`src/rtl/multdiv_pkg.sv`:
```
// Shared constants for the multi-cycle multiply/divide unit.
// Holds FSM state encodings, iteration count and the INT_MIN constant.
// Also provides the multiply overflow test applied to the full product.
package multdiv_pkg;

    localparam logic [1:0] ST_IDLE = 2'd0;
    localparam logic [1:0] ST_MULT = 2'd1;
    localparam logic [1:0] ST_DIV  = 2'd2;
    localparam logic [1:0] ST_DONE = 2'd3;

    localparam int         ITERATIONS = 32;
    localparam logic [5:0] LAST_ITER  = 6'(ITERATIONS - 1);

    localparam logic [31:0] INT_MIN = 32'h8000_0000;

    // The product fits in 32 signed bits only when bits [63:31] are all equal.
    function automatic logic mul_overflow(input logic [63:0] prod);
        return !((&prod[63:31]) || !(|prod[63:31]));
    endfunction

endpackage

```
`src/rtl/multdiv_ctrl.sv`:
```
// Sequencer for multdiv_unit: state, 0..31 iteration counter, start arbitration.
// Latency: start at cycle 0, iterations in cycles 1-32, rdy_o in cycle 33.
// Backpressure: none; any start restarts the sequence, MULT wins over DIV.
module multdiv_ctrl
    import multdiv_pkg::*;
(
    input  logic       clk_i,
    input  logic       rst_i,
    input  logic       mult_i,
    input  logic       div_i,
    output logic [1:0] state_o,
    output logic       start_o,
    output logic       iter_o,
    output logic       last_o,
    output logic       rdy_o
);

    logic [1:0] state_q, state_d;
    logic [5:0] cnt_q, cnt_d;

    assign start_o = mult_i | div_i;
    assign iter_o  = (state_q == ST_MULT) || (state_q == ST_DIV);
    assign last_o  = iter_o && (cnt_q == LAST_ITER);
    assign rdy_o   = (state_q == ST_DONE);
    assign state_o = state_q;

    // Next state: iterate to the last count, then one DONE cycle; a start overrides everything.
    always_comb begin
        state_d = state_q;
        cnt_d   = cnt_q;
        case (state_q)
            ST_MULT, ST_DIV: begin
                if (cnt_q == LAST_ITER) begin
                    state_d = ST_DONE;
                    cnt_d   = '0;
                end else begin
                    cnt_d = cnt_q + 6'd1;
                end
            end
            ST_DONE: state_d = ST_IDLE;
            default: state_d = state_q;
        endcase
        if (mult_i) begin
            state_d = ST_MULT;
            cnt_d   = '0;
        end else if (div_i) begin
            state_d = ST_DIV;
            cnt_d   = '0;
        end
    end

    // State and counter registers; reset masks a coincident start.
    always_ff @(posedge clk_i) begin
        if (rst_i) begin
            state_q <= ST_IDLE;
            cnt_q   <= '0;
        end else begin
            state_q <= state_d;
            cnt_q   <= cnt_d;
        end
    end

endmodule

```
`src/rtl/thirty_two_bit_adder.sv`:
```
// 32-bit carry-lookahead adder/subtractor (sub_i=1 computes a_i - b_i).
// Latency: purely combinational, zero cycles.
// Backpressure: none; result follows the inputs every cycle.
module thirty_two_bit_adder (
    input  logic [31:0] a_i,
    input  logic [31:0] b_i,
    input  logic        sub_i,
    output logic [31:0] sum_o,
    output logic        cout_o
);

    logic [31:0] b_eff;
    logic [31:0] gen;
    logic [31:0] prop;
    logic [32:0] carry;

    // Carries resolved by 4-bit lookahead groups chained on group carry-in.
    function automatic logic [32:0] cla_carries(input logic [31:0] g,
                                                input logic [31:0] p,
                                                input logic        cin);
        logic [32:0] c;
        logic [3:0]  gg;
        logic [3:0]  pp;
        logic        c0;
        c    = '0;
        c[0] = cin;
        for (int k = 0; k < 8; k++) begin
            gg = g[4*k +: 4];
            pp = p[4*k +: 4];
            c0 = c[4*k];
            c[4*k+1] = gg[0] | (pp[0] & c0);
            c[4*k+2] = gg[1] | (pp[1] & gg[0]) | (pp[1] & pp[0] & c0);
            c[4*k+3] = gg[2] | (pp[2] & gg[1]) | (pp[2] & pp[1] & gg[0])
                     | ((&pp[2:0]) & c0);
            c[4*k+4] = gg[3] | (pp[3] & gg[2]) | (pp[3] & pp[2] & gg[1])
                     | ((&pp[3:1]) & gg[0]) | ((&pp) & c0);
        end
        return c;
    endfunction

    // Subtraction is a + ~b + 1.
    always_comb begin
        b_eff = sub_i ? ~b_i : b_i;
        gen   = a_i & b_eff;
        prop  = a_i ^ b_eff;
        carry = cla_carries(gen, prop, sub_i);
    end

    assign sum_o  = prop ^ carry[31:0];
    assign cout_o = carry[32];

endmodule

```
`src/rtl/multdiv_unit.sv`:
```
// Signed 32-bit multiplier (radix-2 Booth) and divider (restoring on magnitudes).
// Latency: 33 cycles from start pulse to the one-cycle data_resultRDY pulse.
// Backpressure: none; the pipeline stalls externally, a new start aborts silently.
module multdiv_unit
    import multdiv_pkg::*;
(
    input  logic        clock,
    input  logic        reset,
    input  logic [31:0] data_operandA,
    input  logic [31:0] data_operandB,
    input  logic        ctrl_MULT,
    input  logic        ctrl_DIV,
    output logic [31:0] data_result,
    output logic        data_exception,
    output logic        data_resultRDY
);

    logic [1:0]  state;
    logic        start, iter, last;

    // a_q: multiplicand (MULT) / raw dividend for its sign (DIV); b_q: raw divisor.
    logic [31:0] a_q, b_q;
    // hi_q/lo_q: {upper, lower} for MULT, {rem, quo} for DIV.
    logic [31:0] hi_q, hi_d;
    logic [31:0] lo_q, lo_d;
    logic        qm1_q, qm1_d;
    logic        dz_q, ovf_q;
    logic [31:0] res_q, res_d;
    logic        exc_q, exc_d;

    logic [31:0] step_a, step_b, step_sum;
    logic        step_sub, step_cout;
    logic [32:0] upper33;
    logic [31:0] neg_b, neg_sum, abs_a;
    logic        unused_neg_cout;

    multdiv_ctrl u_ctrl (
        .clk_i   (clock),
        .rst_i   (reset),
        .mult_i  (ctrl_MULT),
        .div_i   (ctrl_DIV),
        .state_o (state),
        .start_o (start),
        .iter_o  (iter),
        .last_o  (last),
        .rdy_o   (data_resultRDY)
    );

    // Step adder operand select. The divider never forms |B|: adding a negative B
    // or subtracting a positive B both yield rem - |B|, and carry-out means no borrow.
    always_comb begin
        if (state == ST_DIV) begin
            step_a   = {hi_q[30:0], lo_q[31]};
            step_b   = b_q;
            step_sub = ~b_q[31];
        end else begin
            step_a   = hi_q;
            step_b   = a_q;
            step_sub = lo_q[0] & ~qm1_q;
        end
    end

    thirty_two_bit_adder u_step (
        .a_i    (step_a),
        .b_i    (step_b),
        .sub_i  (step_sub),
        .sum_o  (step_sum),
        .cout_o (step_cout)
    );

    // One iteration. Booth keeps a 33rd upper bit recovered from the carry so that
    // A = INT_MIN cannot overflow before the arithmetic shift.
    always_comb begin
        upper33 = {hi_q[31], hi_q};
        if (lo_q[0] ^ qm1_q) begin
            upper33 = {hi_q[31] ^ (step_sub ? ~a_q[31] : a_q[31]) ^ step_cout, step_sum};
        end
        if (state == ST_DIV) begin
            hi_d  = step_cout ? step_sum : step_a;
            lo_d  = {lo_q[30:0], step_cout};
            qm1_d = qm1_q;
        end else begin
            hi_d  = upper33[32:1];
            lo_d  = {upper33[0], lo_q[31:1]};
            qm1_d = lo_q[0];
        end
    end

    // Negator: |A| on a start cycle, otherwise the sign fix of the final quotient.
    assign neg_b = start ? data_operandA : lo_d;

    thirty_two_bit_adder u_neg (
        .a_i    (32'h0000_0000),
        .b_i    (neg_b),
        .sub_i  (1'b1),
        .sum_o  (neg_sum),
        .cout_o (unused_neg_cout)
    );

    assign abs_a = data_operandA[31] ? neg_sum : data_operandA;

    // Result and exception as seen at the end of the last iteration.
    always_comb begin
        if (state == ST_DIV) begin
            if (dz_q) begin
                res_d = 32'h0000_0000;
                exc_d = 1'b1;
            end else if (ovf_q) begin
                res_d = INT_MIN;
                exc_d = 1'b1;
            end else begin
                res_d = (a_q[31] ^ b_q[31]) ? neg_sum : lo_d;
                exc_d = 1'b0;
            end
        end else begin
            res_d = lo_d;
            exc_d = mul_overflow({hi_d, lo_d});
        end
    end

    // Datapath registers: load on start, step while iterating, capture result on the last step.
    always_ff @(posedge clock) begin
        if (reset) begin
            a_q   <= '0;
            b_q   <= '0;
            hi_q  <= '0;
            lo_q  <= '0;
            qm1_q <= 1'b0;
            dz_q  <= 1'b0;
            ovf_q <= 1'b0;
            res_q <= '0;
            exc_q <= 1'b0;
        end else if (start) begin
            a_q   <= data_operandA;
            b_q   <= data_operandB;
            hi_q  <= '0;
            lo_q  <= ctrl_MULT ? data_operandB : abs_a;
            qm1_q <= 1'b0;
            dz_q  <= (data_operandB == 32'h0000_0000);
            ovf_q <= (data_operandA == INT_MIN) && (data_operandB == 32'hFFFF_FFFF);
        end else if (iter) begin
            hi_q  <= hi_d;
            lo_q  <= lo_d;
            qm1_q <= qm1_d;
            if (last) begin
                res_q <= res_d;
                exc_q <= exc_d;
            end
        end
    end

    assign data_result    = res_q;
    assign data_exception = exc_q;

endmodule

```
`config.mk`:
```
export PLATFORM = sky130hd
export DESIGN_NAME = multdiv_unit
export DESIGN_NICKNAME = d
export VERILOG_FILES = /design/src/rtl/multdiv_pkg.sv /design/src/rtl/multdiv_ctrl.sv /design/src/rtl/thirty_two_bit_adder.sv /design/src/rtl/multdiv_unit.sv
export SDC_FILE = /design/constraint.sdc
export NUM_CORES = 1
export LEC_CHECK = 0
export ABC_AREA = 0
export CAP_MARGIN = 0
export CORE_MARGIN = 2
export CORE_UTILIZATION = 50
export CTS_BUF_LIST = sky130_fd_sc_hd__clkbuf_4 sky130_fd_sc_hd__clkbuf_8
export DETAILED_ROUTE_END_ITERATION = 10
export PLACE_DENSITY = 0.7
export SLEW_MARGIN = 25
export SYNTH_ARGS = -nofsm -noshare
export SYNTH_HDL_FRONTEND = slang
export SYNTH_HIERARCHICAL = 1
export SYNTH_SLANG_ARGS = --single-unit
export TNS_END_PERCENT = 30
```
`constraint.sdc`:
```
create_clock -name clock -period 7.3 [get_ports clock]
set_clock_uncertainty 0.15 [all_clocks]
set_input_delay 1.46 -clock clock [delete_from_list [all_inputs] [get_ports clock]]
set_output_delay 1.46 -clock clock [all_outputs]
set_load 0.02 [all_outputs]
```
==> results by group <==
Outcome
  – Status: completed

Detailed routing
  – Initial DRC Count: between 1,000 and 1,500
  – Top Layer Used: met4
  – Met1 Routed Length: 18,400 µm
  – DR vias/cell: approximately 5.7
  – Drt pass-1 iters: 9
  – Met3 WL: roughly 2600 µm
  – Routed WL per cell: between 15 and 20 µm
  – Met2 Routed Length: between 15,000 and 20,000 µm
  – Final ANT Viol Nets: 0
  – Final WL: a little over 40,000 µm
  – Vias: 13,306
  – DRC violations left: 0

Layout
  – FILL cells: approximately 2,600
  – Antenna Cells: 0
  – Area occupied by registers: 0.00344 mm²
  – Nets: between 2,000 and 2,500
  – Syn-to-layout area delta: 11.8%
  – Layout cells sized above 1: around 4.7%
  – Area of the multi-input gates: roughly 0.010 mm²
  – Non-Filler Instances: ~2,300

Die
  – Die height: 172 µm
  – Initial Util: just over 50%
  – Num ports: ~100
  – Die W: between 150 and 200 µm
  – Core area: 0.0279 mm²
  – Number of core rows: between 60 and 70
  – Die ar.: between 0.02 and 0.03 mm²

Clock tree
  – Post-CTS Repair Setup Buffers: 0
  – CTS Root Cell: clkbuf_8
  – CTS sink cnt: ~170
  – Post-CTS Hold Fix Bufs: 0
  – Clk Latency, worst-skew pair: approximately 0.48 ns
  – Cts bufs inserted: 17
  – Clock-pin slew on the worst setup and hold paths: roughly 0.090 ns
  – TritonCTS clock tree: yes
  – Clk buf depth: 2
  – H-tree depth: 4

STA
  – Final Hold Vio Count: 0
  – Final hold slack: 0.349 ns
  – Final Cycle Share: between 90% and 100%
  – Relative slew margins: 36.0%
  – Final Critical Period: 6.92 ns
  – Max Clk Rate: 144 MHz
  – Slew Viols, Final: 0
  – Worst-margin pin slew: 0.956 ns
  – Final setup viols: 0

Pwr
  – Clk pwr share: 23.3%
  – Int Power: between 1500 and 2000 µW
  – Leakage: between 0.007 and 0.008 µW
  – Reg power frac: a little under two fifths
  – Peak supply drop: 99.3 µV
  – Sw Ratio: 39.1%
  – Power Total: about 2800 µW
  – Net switching power: between 1000 and 1500 µW
  – PwrDens: roughly 180 mW/mm²
  – Combinational Power Share: roughly two fifths

Worst setup path
  – Worst stage delay on the critical path: a little over 0.8 ns
  – Startpoint types: flop
  – Slowest cell on crit path: nor2b_2
  – FF-to-FF Start: u_ctrl/state_o[1]$_SDFFE_PP0P_
  – Reg-to-reg slack, setup: ~0.38 ns
  – Crit path max fanout: 19
  – Worst R2R End: data_result[29]$_SDFFE_PP0P_
  – Critical path arrival: between 7 and 8 ns
  – CP Class: reg2reg
  – Worst Setup End Kind: flop
  – Data required time of the worst path: 7.56 ns
  – Reg2reg path depth: 31

Global routing
  – Global-route wire length before repair: 66,000 µm
  – Initial antenna violation count: 0
  – Largest net degree at the start of global routing: 80
  – Vias in the first global route: 12,699
  – Remaining global-route overflow: 0
  – Global Route Usage Sum: approximately 28%

Logic synthesis
  – Synth Cell Area: ~0.014 mm²
  – Gate Count Post-Synth: between 1,500 and 2,000
  – Syn avg cell area: around 7.6 µm²
  – Ys Warns: 6

Place
  – Port buffer count: approximately 100
  – Inst Count DP: 2,282
  – Routability cong.: 0.851
  – Dpl hpwl: 28,700 µm

Hold path
  – Hold path depth: 2
  – Hold_sp: b_q[2]$_SDFFE_PP0P_
  – HP Class: reg2reg
  – Hold endpoint: b_q[2]$_SDFFE_PP0P_

Run
  – Max Cap Viol: 0
-- state kept, by name, summed over array words and instances (netlist names) --
name            flops
hi_q               32
ovf_q               1
qm1_q               1
lo_q               32
u_ctrl/state_o      2
data_exception      1
dz_q                1
a_q                32
data_result        32
b_q                32
u_ctrl/cnt_q        6
-- layout make-up --
type,instances,area share (%)
inverters,96,2.27
flip-flops and latches,172,21.7
clock buffers,21,1.74
clock inverters,11,0.544
repair buffers,126,7.81
multi-input cells,1511,63.0
well taps,378,2.98
-- worst max path at each step --
| stage | from | to | slack, ns | cells after the start |
|---|---|---|---|---|
| 3_3_place_gp | u_ctrl/state_o[0]$_SDFFE_PP0P_ | data_result[29]$_SDFFE_PP0P_ | 0.43 | 31 |
| 6_report | u_ctrl/state_o[1]$_SDFFE_PP0P_ | data_result[29]$_SDFFE_PP0P_ | 0.38 | 31 |
| 4_1_cts | u_ctrl/state_o[0]$_SDFFE_PP0P_ | data_result[29]$_SDFFE_PP0P_ | 0.30 | 31 |
| 3_5_place_dp | u_ctrl/state_o[0]$_SDFFE_PP0P_ | data_result[29]$_SDFFE_PP0P_ | 0.35 | 31 |
| 5_1_grt | u_ctrl/state_o[1]$_SDFFE_PP0P_ | data_result[29]$_SDFFE_PP0P_ | -0.004 | 30 |
| 2_1_floorplan | u_ctrl/state_o[0]$_SDFFE_PP0P_ | data_result[29]$_SDFFE_PP0P_ | 0.06 | 40 |
-- critical path, delay by kind of cell, from the launching register on --
family	cells	cell delay, ns
AOI/OAI and AO/OA	16	2.94
xor gates and xnor gates	3	0.61
adders and majority gates	3	0.90
buffers and inverters	1	0.11
DFF	1	0.42
and+or+nand+nor	8	1.69
-- layout by cell type, fill, tap and decap left out, types with 18 or more instances in the layout --
| master | instances |
|---|---|
| xnor2_1 | 38 |
| nand4_1 | 32 |
| xor2_1 | 74 |
| inv_1 | 96 |
| conb_1 | 42 |
| a211oi_1 | 38 |
| nor2_1 | 217 |
| nand2_1 | 312 |
| a21oi_1 | 106 |
| ha_1 | 69 |
| o211ai_1 | 33 |
| buf_4 | 21 |
| nor4_1 | 18 |
| and3b_1 | 29 |
| clkbuf_8 | 19 |
| a22oi_1 | 31 |
| o21ai_0 | 76 |
| clkdlybuf4s50_1 | 98 |
| mux2i_1 | 215 |
| dfxtp_1 | 171 |
-- timing repair --
action,4_1_cts,5_1_grt
endpoints found under the setup margin,0,28
hold endpoints to repair,0,0
resized for setup,0,3
-- per-stage QoR --
step	cell area, µm²	setup slack [ns]	TNS (ns)	util, %
6_report	15900	0.379	0	57.0
5_1_grt	15900	-0.00383	-0.00383	57.0
4_1_cts	15900	0.302	0	56.9
3_5_place_dp	15500	0.354	0	55.6
3_3_place_gp	15500	0.430	0	55.6
2_1_floorplan	14400	0.0622	0	-
-- power groups by stage --
| stage | Clock [µW] | Sequential, µW | Combinational (µW) |
|---|---|---|---|
| 5_1_grt | 706 | 1030 | 1220 |
| 6_report | 650 | 1030 | 1110 |
| 3_5_place_dp | 0 | 1050 | 1080 |
| 3_3_place_gp | 0 | 1050 | 1050 |
| 4_1_cts | 663 | 1030 | 1080 |
| 2_1_floorplan | 0 | 1030 | 835 |
-- metal layers --
layer,GRT usage (%),up-vias
li1,-,6512
met1,37.4,6288
met2,46.0,443
met3,3.59,63
met4,9.24,0
met5,0,-
Power figures use the tool's default switching activity.
